File: src/rtl/flywheel_pkg.sv
`default_nettype none
// ---------------------------------------------------------------------------
// flywheel_pkg : shared types and encodings for the flywheel mode sequencer
// Revision     : 1.0
// ---------------------------------------------------------------------------
package flywheel_pkg;

  localparam int DUTY_W = 12;

  localparam logic [1:0] MODE_PWM   = 2'b00;
  localparam logic [1:0] MODE_BUCK  = 2'b01;
  localparam logic [1:0] MODE_BRAKE = 2'b10;
  localparam logic [1:0] MODE_STOP  = 2'b11;

  typedef enum logic [2:0] {
    ST_IDLE  = 3'd0,
    ST_DEAD  = 3'd1,
    ST_APPLY = 3'd2,
    ST_RUN   = 3'd3,
    ST_FAULT = 3'd4
  } state_t;

  function automatic logic [DUTY_W-1:0] duty_clamp(input logic [DUTY_W-1:0] duty,
                                                  input logic [DUTY_W-1:0] lim);
    return (duty > lim) ? lim : duty;
  endfunction

endpackage
`default_nettype wire

File: src/rtl/flywheel_duty_slew.sv
`default_nettype none
// ---------------------------------------------------------------------------
// flywheel_duty_slew : prescaled, bounded-step duty ramp toward a target
// Revision           : 1.0
// ---------------------------------------------------------------------------
module flywheel_duty_slew
  import flywheel_pkg::*;
#(
  parameter int RAMP_DIV  = 256,
  parameter int RAMP_STEP = 8
) (
  input  logic              clk,
  input  logic              rst_n,
  input  logic              run,
  input  logic [DUTY_W-1:0] cur_duty,
  input  logic [DUTY_W-1:0] target,
  output logic [DUTY_W-1:0] next_duty
);

  localparam logic [15:0]       c_div_last = 16'(RAMP_DIV - 1);
  localparam logic [DUTY_W-1:0] c_step     = DUTY_W'(RAMP_STEP);

  logic [15:0]       r_presc;
  logic              w_tick;
  logic [DUTY_W-1:0] w_diff;

  assign w_tick = run && (r_presc == c_div_last);

  // Prescaler is held at zero outside RUN so every RUN entry restarts it.
  always_ff @(posedge clk) begin
    if (!rst_n || !run) begin
      r_presc <= '0;
    end else if (w_tick) begin
      r_presc <= '0;
    end else begin
      r_presc <= r_presc + 16'd1;
    end
  end

  always_comb begin
    next_duty = cur_duty;
    w_diff    = '0;
    if (w_tick) begin
      if (target > cur_duty) begin
        w_diff    = target - cur_duty;
        next_duty = cur_duty + ((w_diff > c_step) ? c_step : w_diff);
      end else begin
        w_diff    = cur_duty - target;
        next_duty = cur_duty - ((w_diff > c_step) ? c_step : w_diff);
      end
    end
  end

endmodule
`default_nettype wire

File: src/rtl/flywheel_mode_seq.sv
`default_nettype none
// ---------------------------------------------------------------------------
// flywheel_mode_seq : bridge mode/direction sequencer with dead time and fault
//                     latch; FLYWHEEL_SEQ_SLEW_EN enables duty slew limiting.
// Revision          : 1.0
// ---------------------------------------------------------------------------
module flywheel_mode_seq
  import flywheel_pkg::*;
#(
  parameter int                DEAD_CYC  = 64,
  parameter logic [DUTY_W-1:0] DUTY_MAX  = 12'd4092,
  parameter int                RAMP_DIV  = 256,
  parameter int                RAMP_STEP = 8
) (
  input  logic              clk,
  input  logic              rst_n,
  input  logic              cmd_valid,
  output logic              cmd_ready,
  input  logic [1:0]        cmd_mode,
  input  logic              cmd_dir,
  input  logic [DUTY_W-1:0] cmd_duty,
  input  logic              fault,
  input  logic              fault_clr,
  output logic              oe,
  output logic [1:0]        brake_m,
  output logic              torque_dir,
  output logic [DUTY_W-1:0] ctrl_data,
  output logic              busy,
  output logic              fault_latched
);

  if (DEAD_CYC < 1 || DEAD_CYC > 65535) begin : g_bad_dead_cyc
    $error("DEAD_CYC out of range");
  end
  if (RAMP_DIV < 1 || RAMP_DIV > 65536 || RAMP_STEP < 1) begin : g_bad_ramp
    $error("RAMP_DIV/RAMP_STEP out of range");
  end

  localparam logic [15:0] c_dead_last = 16'(DEAD_CYC - 1);

  state_t            r_state;
  logic [DUTY_W-1:0] r_target;
  logic [15:0]       r_dead_cnt;
  logic [1:0]        r_pend_mode;
  logic              r_pend_dir;

  logic              w_accept;
  logic              w_same;
  logic [DUTY_W-1:0] w_duty_clamped;
  logic [DUTY_W-1:0] w_run_duty;

  assign cmd_ready      = ((r_state == ST_IDLE) || (r_state == ST_RUN)) && !fault;
  assign w_accept       = cmd_valid && cmd_ready;
  assign w_same         = (cmd_mode == brake_m) && (cmd_dir == torque_dir);
  assign w_duty_clamped = duty_clamp(cmd_duty, DUTY_MAX);

`ifdef FLYWHEEL_SEQ_SLEW_EN
  flywheel_duty_slew #(
    .RAMP_DIV  (RAMP_DIV),
    .RAMP_STEP (RAMP_STEP)
  ) u_slew (
    .clk       (clk),
    .rst_n     (rst_n),
    .run       (r_state == ST_RUN),
    .cur_duty  (ctrl_data),
    .target    (r_target),
    .next_duty (w_run_duty)
  );
`else
  assign w_run_duty = r_target;
`endif

  always_ff @(posedge clk) begin
    if (!rst_n) begin
      r_state       <= ST_IDLE;
      r_target      <= '0;
      r_dead_cnt    <= '0;
      r_pend_mode   <= MODE_STOP;
      r_pend_dir    <= 1'b0;
      oe            <= 1'b0;
      brake_m       <= MODE_STOP;
      torque_dir    <= 1'b0;
      ctrl_data     <= '0;
      busy          <= 1'b0;
      fault_latched <= 1'b0;
    end else if (fault) begin
      // Fault wins over everything, including a command offered this cycle.
      r_state       <= ST_FAULT;
      r_target      <= '0;
      r_dead_cnt    <= '0;
      r_pend_mode   <= MODE_STOP;
      r_pend_dir    <= 1'b0;
      oe            <= 1'b0;
      brake_m       <= MODE_STOP;
      ctrl_data     <= '0;
      busy          <= 1'b0;
      fault_latched <= 1'b1;
    end else begin
      case (r_state)
        ST_IDLE: begin
          if (w_accept) begin
            r_target <= w_duty_clamped;
            if (cmd_mode != MODE_STOP) begin
              r_state     <= ST_DEAD;
              r_pend_mode <= cmd_mode;
              r_pend_dir  <= cmd_dir;
              r_dead_cnt  <= '0;
              busy        <= 1'b1;
            end
          end
        end
        ST_RUN: begin
          ctrl_data <= w_run_duty;
          if (w_accept) begin
            r_target <= w_duty_clamped;
            if (!w_same) begin
              r_state     <= ST_DEAD;
              r_pend_mode <= cmd_mode;
              r_pend_dir  <= cmd_dir;
              r_dead_cnt  <= '0;
              oe          <= 1'b0;
              ctrl_data   <= '0;
              busy        <= 1'b1;
            end
          end
        end
        ST_DEAD: begin
          if (r_dead_cnt == c_dead_last) begin
            r_dead_cnt <= '0;
            r_state    <= ST_APPLY;
            brake_m    <= r_pend_mode;
            torque_dir <= r_pend_dir;
          end else begin
            r_dead_cnt <= r_dead_cnt + 16'd1;
          end
        end
        ST_APPLY: begin
          busy <= 1'b0;
          if (r_pend_mode == MODE_STOP) begin
            r_state <= ST_IDLE;
          end else begin
            r_state <= ST_RUN;
            oe      <= 1'b1;
          end
        end
        ST_FAULT: begin
          if (fault_clr) begin
            r_state       <= ST_IDLE;
            r_target      <= '0;
            fault_latched <= 1'b0;
          end
        end
        default: begin
          r_state <= ST_IDLE;
        end
      endcase
    end
  end

endmodule
`default_nettype wire

File: config.mk
export PLATFORM = sky130hd
export DESIGN_NAME = flywheel_mode_seq
export DESIGN_NICKNAME = d
export VERILOG_FILES = /design/src/rtl/flywheel_pkg.sv /design/src/rtl/flywheel_duty_slew.sv /design/src/rtl/flywheel_mode_seq.sv
export SDC_FILE = /design/constraint.sdc
export NUM_CORES = 1
export LEC_CHECK = 0
export CORE_UTILIZATION = 40
export CTS_CLUSTER_DIAMETER = 200
export DETAILED_ROUTE_END_ITERATION = 10
export GPL_ROUTABILITY_DRIVEN = 0
export PLACE_DENSITY = 0.65
export SYNTH_ARGS = -nofsm -noshare
export SYNTH_HDL_FRONTEND = slang
export SYNTH_SLANG_ARGS = --single-unit
File: constraint.sdc
create_clock -name clk -period 1.73 [get_ports clk]
set_input_delay 0.346 -clock clk [delete_from_list [all_inputs] [get_ports clk]]
set_output_delay 0.346 -clock clk [all_outputs]
set_load 0.1 [all_outputs]
==> results.sh <==
export IMPL_post_drt_via_cell_ratio=5.488
export IMPL_routed_via_count=2360
export IMPL_num_antenna_cells=0
export IMPL_syn_mean_instance_area_um2=8.860
export IMPL_main_combinational_cell_family_by_area_after_synthesis="simple AND/OR/NAND/NOR gates"
export IMPL_synth_simple_area_share_pct=27.26
export IMPL_die_y_um=79.62
export IMPL_fraction_of_layout_cells_with_a_size_suffix_above_1_pct=31.84
export IMPL_setup_worst_path_end_class="register"
export IMPL_worst_clock_skew_ns=0.006400
export IMPL_run_status="finished, final reports clean"
export IMPL_num_fill_cells=447
export IMPL_cpLargestDelayFamily="buffers and inverters"
export IMPL_min_delay_worst_endpoint="r_target[8]"
export IMPL_design_core_area_um2=5642
export IMPL_synth_async_reset_ratio_pct=0
export IMPL_r2r_setup_slack_ns=0.03
export IMPL_ys_flop_type="dfxtp_1"
export IMPL_post_synth_xor_area_fraction_pct=1.454
export IMPL_synth_enable_flop_cells=0
export IMPL_syn_num_nets=293
export IMPL_grt_pass1_wl_mm=10.52
export IMPL_cp_max_fo=10
export IMPL_worst_path_buf_inv=3
export IMPL_clock_root_buffer="clkbuf_8"
export IMPL_slew_headroom_pct=73.40
export IMPL_kind_of_start_point_of_the_critical_path="primary input"
export IMPL_slowest_stage="clkdlybuf4s50_1"
export IMPL_maxCapViolCount=0
export IMPL_synthAdderAreaFrac_pct=0.5192
export IMPL_hold_start="r_target[8]"
export IMPL_grt_max_degree=17
export IMPL_cp_slowest_stage_delay_ns=0.48
export IMPL_clock_fmax_mhz=578.6
export IMPL_p_leak_nw=1.404
export IMPL_crit_chain="clkdlybuf4s50_1 > buf_4 > nand2b_4 > a311oi_4 > nor3_4 > buf_12 > a21o_1 > a22o_1"
export IMPL_finalPower_mw=2.248
export IMPL_dp_final_hpwl_mm=4.429
export IMPL_fp_dieArea_um2=6339
export IMPL_cp_arrival_ns=1.93
export IMPL_critPathKind="in -> reg"
export IMPL_rows=27
export IMPL_final_period_utilization_pct=99.90
export IMPL_ant_nets=0
export IMPL_gr_usage_all_layers_pct=21.28
export IMPL_max_slew_worst_pin_slew_ns=0.3990
export IMPL_synth_cells=272
export IMPL_mappedNetlistArea_um2=2410
export IMPL_grt_setup_unrepaired="true"
export IMPL_ff2ff_path_depth=6
export IMPL_post_synth_mux_area_share_pct=2.908
export IMPL_fin_util_pct=64.80
export IMPL_power_per_cell_area_nw_per_um2=614.8
export IMPL_final_period_minus_worst_setup_slack_ns=1.728
export IMPL_setup_violations=0
export IMPL_clk_path_buf_depth=2
export IMPL_min_path_type="reg -> reg"
export IMPL_synth_seq_cells=52
export IMPL_first_iter_violations=137
export IMPL_cts_tree="done"
export IMPL_design_portCount=39
export IMPL_worstSkewPairLatency_ns=0.30
export IMPL_routedWlPerCell_um=14.28
export IMPL_io_buffer_count=38
export IMPL_grt_antenna_before_repair=0
export IMPL_critical_path_reg2reg_endpoint="r_dead_cnt[9]"
export IMPL_detail_route_wirelength_mm=6.140
export IMPL_finalHoldViolCount=0
export IMPL_synth_seq_area_share_pct=43.20
export IMPL_synth_lib_cells_used_distinct=56
export IMPL_route_detailed_drc=0
export IMPL_cts_buffers=5
export IMPL_timing_final_max_slew_violations=0
export IMPL_first_global_vias=2301
export IMPL_yosys_warnings=0
export IMPL_num_nets_final=378
export IMPL_hold_path_cell_count=2
export IMPL_grt_remaining_overflow=0
export IMPL_syn_to_final_growth_pct=51.71
export IMPL_reg2reg_from="r_dead_cnt[15]"
export IMPL_die_w_um=79.62
export IMPL_required_time_of_the_critical_path_ns=1.93
export IMPL_start_util_pct=42.71
export IMPL_synth_compound_area_share_pct=20.46
export IMPL_vdd_ir_drop_worst_mv=0.3911
export IMPL_detail_route_first_pass_iterations=4
export IMPL_clk_transition_reported_paths_ns=0.10
export IMPL_cts_num_sinks=52
export IMPL_clock_tree_htree_level_count=2
==> layer usage <==
metal / track usage (%) / routed length [µm]
met2: 35.81 / 2996
met5: 0 / 0
met1: 26.41 / 2787
met3: 4.571 / 292
met4: 8.000 / 63
==> cells by family (layout without fill, tap and decap cells) <==
logic type	Yosys count	in the layout
AOI/OAI and AO/OA	71	71
xor gates and xnor gates	4	4
adders and majority gates	1	1
buffers and inverters	19	105
DFF	52	52
muxes	7	7
and+or+nand+nor	118	118
==> flip-flops by register name, indices dropped and copies added (netlist names), 2 cells and up <==
register     count
ctrl_data       12
r_state          3
r_dead_cnt      16
r_target        12
brake_m          2
r_pend_mode      2
==> power by group <==
group,leakage [nW],switching [mW],internal (mW)
clock network,0.0457,0.403,0.290
logic,0.935,0.173,0.168
registers,0.424,0.0114,1.20
==> cell usage in the layout (no fill, tap or decap), types with 3 or more instances in the layout <==
master           netlist  layout
buf_4                  0      47
dfxtp_1               52      44
nand2_1               30      30
a21oi_1               25      25
nand3_1               25      24
buf_12                 0      23
clkdlybuf4s50_1        0      15
nor2_1                15      14
a22o_1                13      13
nor3_1                 9       9
o21ai_0                9       9
mux2i_1                7       7
inv_1                  6       5
dfxtp_4                0       5
clkbuf_8               0       5
nand4_1                4       4
dlygate4sd2_1          0       4
nor2b_1                4       3
a22oi_1                3       3
xnor2_2                0       3
and3_4                 2       3
and3_1                 4       3
nor3b_1                4       3
dfxtp_2                0       3
==> layout make-up <==
class | instances | area (µm²) | area share [%]
tap | 72 | 90.09 | 2.464
inverter | 6 | 27.53 | 0.7529
clock buffer | 6 | 72.57 | 1.985
multi-input combinational | 201 | 1366 | 37.37
clock inverter | 2 | 15.01 | 0.4107
sequential | 52 | 1064 | 29.09
timing repair buffer | 91 | 1021 | 27.93
==> per-stage QoR <==
step	setup slack [ns]	hold WS (ns)	setup TNS (ns)	std cells	cell area [µm²]
floorplan	-0.1910	0.4316	-0.1910	272	2461
global placement	-0.3342	0.4400	-11.16	416	3425
detailed placement	-0.3917	0.4469	-13.04	416	3425
CTS	-0.04582	0.4613	-0.04582	425	3578
global route	-0.05305	0.4799	-0.2048	430	3656
finish	0.001647	0.4578	0	430	3656
==> cell usage after synthesis (6+ instances only) <==
cell type / n / area [µm²]
a21oi_1: 25 / 125.1
a22o_1: 13 / 113.9
buf_2: 6 / 30.03
dfxtp_1: 52 / 1041
inv_1: 6 / 22.52
mux2i_1: 7 / 70.07
nand2_1: 30 / 112.6
nand3_1: 25 / 125.1
nor2_1: 15 / 56.30
nor3_1: 9 / 45.04
o21ai_0: 9 / 45.04
==> worst max path at each step <==
stage	start	end	slack, ns	cells after the start
2_1_floorplan	r_state[0]	cmd_ready	-0.19	3
3_3_place_gp	fault	r_dead_cnt[8]	-0.33	7
3_5_place_dp	cmd_mode[1]	r_dead_cnt[12]	-0.39	6
4_1_cts	r_state[0]	cmd_ready	-0.05	4
5_1_grt	cmd_valid	r_dead_cnt[9]	-0.05	8
6_report	cmd_valid	r_dead_cnt[9]	0.002	8
==> what timing repair did <==
item                                    CTS  global route
setup buffers                             1             5
gates resized for setup                  14            11
endpoints found under the setup margin   22            15
hold buffers                              0             0
pin swaps                                 3             4
cloned                                    0             0
==> worst min-delay path, cell delays in order (launching register included) <==
cell	delay (ns)
dfxtp_1	0.32
nand2_1	0.05
a21oi_1	0.05
Power figures use the tool's default switching activity.
==> edit 1 (same flow settings) <==
`DEAD_CYC`: 64 -> 32.
--- a/src/rtl/flywheel_mode_seq.sv
+++ b/src/rtl/flywheel_mode_seq.sv
@@ -8,5 +8,5 @@
   import flywheel_pkg::*;
 #(
-  parameter int                DEAD_CYC  = 64,
+  parameter int                DEAD_CYC  = 32,
   parameter logic [DUTY_W-1:0] DUTY_MAX  = 12'd4092,
   parameter int                RAMP_DIV  = 256,
Function: same outputs for any inputs over 10 cycles, from zero or initial values and one cycle with rst_n low; that may be too few to reach the edited logic, so the function may still have changed.
==> edit 1 against the original RTL <==
First-iteration DRC count is 26% lower. Power is 15% higher. The run now ends with setup timing left. Worst setup slack lost 0.084 ns. Cell area rose by 4.2%. Non-clock buffer count increased by 11. Via count increased by 3.6%. Wire length grew 4.4%. Synthesized area down 4.3%. Sequential cell count is the same.
==> edit 1: results (changes against the original RTL) <==
| Metric | Value |
|---|---|
| GR Layer Usage met1 | `25.47% (-0.94 points)` |
| Setup-failing EPs final | `18 (+18)` |
| All-Layer GR Usage | `21.26% (about the same)` |
| Port Buffers | `38 (unchanged)` |
| Post-CTS setup buffer count | `11 (+10)` |
| DP Wirelength | `4306 um (-2.8%)` |
| Xor/xnor share of the synthesized area | `1.139% (-0.31 points)` |
| Sum Neg Setup Slack | `-0.6174 ns (-0.6174 ns)` |
| GR met3 Demand/Resource | `4.235% (-0.34 points)` |
| Mapped Nets | `298 (+1.7%)` |
| Largest net degree at the start of global routing | `19 (+2)` |
| CP Data Arrival Time | `2.01 ns (+0.08 ns)` |
| Clock buffer depth | `2 (unchanged)` |
| Worst-path fanout max | `8 (-2)` |
| Library cells used by synthesis | `45 (-20%)` |
| Fin cells | `447 (+4.0%)` |
| Post-synthesis compound-gate area fraction | `20.77% (+0.31 points)` |
| Initial DRC count | `101 (-26%)` |
| Clock Latency Late Sink | `0.31 ns` |
| Mux cell area share after synthesis | `1.302% (-1.6 points)` |
| Top FF cell, synth | `dfxtp_1` |
| Failing checks | `setup timing` |
| First-pass iteration count of the detailed router | `4 (unchanged)` |
| Worst Setup SP | `r_dead_cnt[10]` |
| Synth Warn # | `0 (unchanged)` |
| Setup Skew | `0.01199 ns (+0.005586 ns)` |
| Drt total wl | `6412 um (+4.4%)` |
| Initial antenna violation count | `0 (unchanged)` |
| Number of global-route vias before repair | `2283 (-0.78%)` |
| Post-synthesis adder-cell area fraction | `0.5423% (+0.023 points)` |
| Commonest cells in the netlist | `dfxtp_1 (52), nand2_1 (39), nand3_1 (35)` |
| Sequential-to-total area share from yosys stat | `45.12% (+1.9 points)` |
| P_sw | `0.6080 mW (+3.5%)` |
| Least-Margin Pin Slew | `0.4221 ns (+0.02303 ns)` |
| Clock-pin slew on the worst setup and hold paths | `0.10 ns (about the same)` |
| Final worst slack | `-0.08186 ns (-0.08351 ns)` |
| Pre-CTS WS | `-0.6946 ns (-0.3029 ns)` |
| Nets@finish | `395 (+4.5%)` |
| M2 GR Usage | `37.70% (+1.9 points)` |
| Cell count after synthesis | `277 (+1.8%)` |
| Ant. Diodes | `0 (unchanged)` |
| Post-cts sizing count | `27 (+13)` |
| Critical-path top delay cell | `or4_4` |
| Met2 Wirelength | `3185 um (+6.3%)` |
| Share of cells above drive strength 1 | `37.60% (+5.8 points)` |
| Peak VDD IR | `0.4967 mV (+27%)` |
| Largest regs | `r_dead_cnt (16), ctrl_data (12), r_target (12)` |
| Outcome | `finished, violations left` |
| Fillers | `431 (-3.6%)` |
| Static leakage | `1.495 nW (+6.5%)` |
| Metal-1 WL | `2890 um (+3.7%)` |
| Crit path largest cell delay | `0.54 ns (+0.06 ns)` |
| Synth area leaders | `dfxtp_1 (45%), nand3_1 (7.6%), a21oi_1 (6.5%), nand2_1 (6.3%), a22o_1 (4.9%)` |
| Hold Violations, Final | `0 (unchanged)` |
| Via count | `2444 (+3.6%)` |
| Placed cells | `422 (+1.4%)` |
| DR WL met3 | `249 um (-15%)` |
| First-pass GRT wire length | `10280 um (-2.2%)` |
[edit 1: worst paths after layout]
| check | end | depth (start not counted) | slack, ns |
|---|---|---|---|
| worst max-delay path | r_dead_cnt[5] | 7 | -0.08 |
| worst min-delay path | r_target[8] | 2 | 0.46 |
| worst max register to register | r_dead_cnt[5] | 7 | -0.08 |
| worst min register to register | r_target[8] | 2 | 0.46 |
[edit 1: worst max-delay path, delay by kind of cell, from the launching register on]
family / cells / cell delay, ns
AOI/OAI and AO/OA: 2 / 0.20
buffers and inverters: 2 / 0.30
DFF: 1 / 0.33
and+or+nand+nor: 3 / 0.89
[edit 1: logic make-up after synthesis]
| family | count (synthesis) |
|---|---|
| compound gates | 75 |
| flops | 52 |
| fa+ha+maj | 1 |
| mux | 3 |
| simple gates | 123 |
| buf+inv | 20 |
| xor+xnor | 3 |
[edit 1: power groups by stage]
stage | Sequential (mW) | Clock [mW] | Combinational, mW
after floorplan | 1.26 | 0 | 0.137
after global placement | 1.24 | 0 | 0.287
after detailed placement | 1.25 | 0 | 0.290
after CTS | 1.21 | 1.04 | 0.317
after global routing | 1.22 | 1.10 | 0.359
final | 1.22 | 1.03 | 0.337
[edit 1: stage by stage]
stage / area, um2 / util, %
3_5_place_dp: 3338 / 60.25
5_1_grt: 3811 / 68.79
6_report: 3811 / 68.79
2_1_floorplan: 2397 / -
4_1_cts: 3667 / 66.19
3_3_place_gp: 3338 / 60.25
[edit 1: final cells by class]
type	count	area (um2)	share of cell area, %
Inverter	7	26.28	0.6894
Multi-Input combinational cell	206	1386	36.38
Timing Repair Buffer	102	1094	28.69
Clock inverter	1	30.03	0.7879
Tap cell	72	90.09	2.364
Clock buffer	7	118.9	3.119
Sequential cell	52	1066	27.97
==> edit 2 (same settings) <==
Without the edit above. The 5 states of `state_t` get a one-hot encoding in 5 bits.
--- a/src/rtl/flywheel_pkg.sv
+++ b/src/rtl/flywheel_pkg.sv
@@ -13,10 +13,10 @@
   localparam logic [1:0] MODE_STOP  = 2'b11;
 
-  typedef enum logic [2:0] {
-    ST_IDLE  = 3'd0,
-    ST_DEAD  = 3'd1,
-    ST_APPLY = 3'd2,
-    ST_RUN   = 3'd3,
-    ST_FAULT = 3'd4
+  typedef enum logic [4:0] {
+    ST_IDLE  = 5'b00001,
+    ST_DEAD  = 5'b00010,
+    ST_APPLY = 5'b00100,
+    ST_RUN   = 5'b01000,
+    ST_FAULT = 5'b10000
   } state_t;
 
Formal check against the unedited RTL: no difference found for any inputs over 10 cycles, from zero or initial values and one cycle with rst_n low; not proved beyond that.
==> edit 2 against the original RTL <==
The flow now finishes with violations (setup timing). Hold slack lost 0.066 ns. Cell area rose by 25%. Worst setup slack got worse by 0.19 ns. Cell count grew 14%. Critical path depth shrank 3. Synthesized area is 10% higher. Utilization rose by 6.5 points. Sequential share of layout area down 5.0 points. Non-clock buffer count increased by 31. Fmax fell by 9.9%. Wire length increased by 43%. Sequential cell count is 2 higher. Via count grew 21%. Power is 20% higher. Critical path type is now flip-flop to output port.
==> edit 2: results (changes against the original RTL) <==
| Metric | Value |
|---|---|
| Outcome | `finished, violations left` |
| Failing checks | `setup timing` |
| Signal buf overhead | `29.23% (+1.3 points)` |
| Ant. Diodes | `0 (unchanged)` |
| Sequential-to-total area share from yosys stat | `40.74% (-2.5 points)` |
| Post-Place Cell Area | `0.003747 mm2 (+9.4%)` |
| M2 GR Usage | `39.94% (+4.1 points)` |
| Setup-failing EPs final | `44 (+44)` |
| Static leakage | `1.702 nW (+21%)` |
| Library cells used by synthesis | `55 (-1.8%)` |
| GR met3 Demand/Resource | `4.154% (-0.42 points)` |
| Largest regs | `r_dead_cnt (16), ctrl_data (12), r_target (12)` |
| Metal-1 WL | `3609 um (+29%)` |
| Clk_buf instances | `5 (-1)` |
| Initial DRC count | `165 (+20%)` |
| Largest net degree at the start of global routing | `28 (+11)` |
| Reg area | `0.001097 mm2 (+3.2%)` |
| GR Layer Usage met1 | `27.75% (+1.3 points)` |
| P per Cell Area | `592.0 mW/mm2 (-3.7%)` |
| Multi-input logic area | `0.001917 mm2 (+40%)` |
| Clock Latency Late Sink | `0.33 ns (+0.03 ns)` |
| Worst-path fanout max | `5 (-5)` |
| Combinational share of power | `23.1% (+8.0 points)` |
| H-tree level count | `2 (unchanged)` |
| Synth area leaders | `dfxtp_1 (41%), a21oi_1 (5.1%), nand3_1 (4.5%), a22oi_1 (4.2%), nor2_1 (4.1%)` |
| Seq pwr share | `47.4% (-6.6 points)` |
| Non-clock inverter total of the final layout | `4 (-2)` |
| Layout sequential cell count | `54 (+3.8%)` |
| First-pass iteration count of the detailed router | `5 (+1)` |
| Setup Skew | `0.01022 ns (+0.003820 ns)` |
| Peak VDD IR | `0.3578 mV (-8.5%)` |
| Number of global-route vias before repair | `2691 (+17%)` |
| Final worst slack | `-0.1881 ns (-0.1897 ns)` |
| Commonest cells in the netlist | `dfxtp_1 (54), nor2_1 (29), a21oi_1 (27)` |
| DP Wirelength | `5374 um (+21%)` |
| Least-Margin Pin Slew | `0.4112 ns (+0.01220 ns)` |
| All-Layer GR Usage | `22.44% (+1.2 points)` |
| Multi-input gate count | `226 (+12%)` |
| Total power | `2.696 mW (+20%)` |
| Via density per instance | `5.831 (+6.2%)` |
| Synth Warn # | `0 (unchanged)` |
| Top Metal Used | `met4` |
| Repair and plain buffers | `122 (+34%)` |
| Share of cells above drive strength 1 | `51.93% (+20 points)` |
| Worst Hold Class | `input pin to flip-flop` |
| Met2 Wirelength | `4420 um (+48%)` |
| Root Buffer | `clkbuf_8` |
| P_sw | `0.8287 mW (+41%)` |
| CP Data Arrival Time | `1.57 ns (-0.36 ns)` |
| Clock buf/inv share | `2.143% (-0.25 points)` |
| DR WL met3 | `479 um (+64%)` |
| Fillers | `446 (-0.22%)` |
| Nets@finish | `434 (+15%)` |
| First-pass GRT wire length | `12700 um (+21%)` |
| Wire per inst | `17.85 um (+25%)` |
## edit 2: cell types whose count changed after synthesis, sizes merged, moves of 4 or more
cell and delta:
a22o -13, a22oi +12, clkbuf +4, mux2i -6
nand2 -9, nor2 +14, nor2b -4, o211a +5
o21ai +10, o221a +4
## edit 2: timing repair
| item | CTS | global route |
|---|---|---|
| buffers inserted | 7 | 12 |
| pin swaps | 28 | 42 |
| resized for setup | 45 | 82 |
| hold buffers | 0 | 0 |
| gates cloned | 2 | 1 |
| endpoints found under the setup margin | 38 | 53 |
## edit 2: worst paths after layout
path	slack (ns)	startpoint	endpoint	cells past startpoint
worst max register to register	-0.15	r_state[2]	r_pend_dir	9
worst min register to register	0.47	r_target[9]	r_target[9]	2
worst min-delay path	0.39	cmd_mode[0]	r_pend_mode[0]	3
worst max-delay path	-0.19	r_state[0]	cmd_ready	5
## edit 2: critical path, stage by stage, from the launching register on
cell,delay (ns)
dfxtp_4,0.38
buf_6,0.13
xnor2_4,0.14
buf_6,0.13
nor4_4,0.26
buf_12,0.21
## edit 2: logic make-up after synthesis
logic type	Yosys count	share of synthesized area (%)
and+or+nand+nor	128	27.44
AOI/OAI and AO/OA	90	24.14
DFF	54	40.74
buffers and inverters	22	4.903
xor gates and xnor gates	5	1.933
muxes	1	0.3772
adders and majority gates	1	0.4714
## edit 2: through the flow
step / worst slack (ns) / utilization (%) / TNS (ns) / instances
finish: -0.1881 / 71.32 / -1.918 / 491
global route: -0.2407 / 71.32 / -5.695 / 491
floorplan: -0.3139 / - / -0.4894 / 301
CTS: -0.2160 / 64.05 / -3.396 / 479
global placement: -0.4625 / 58.68 / -14.51 / 462
detailed placement: -0.4740 / 58.68 / -15.90 / 462
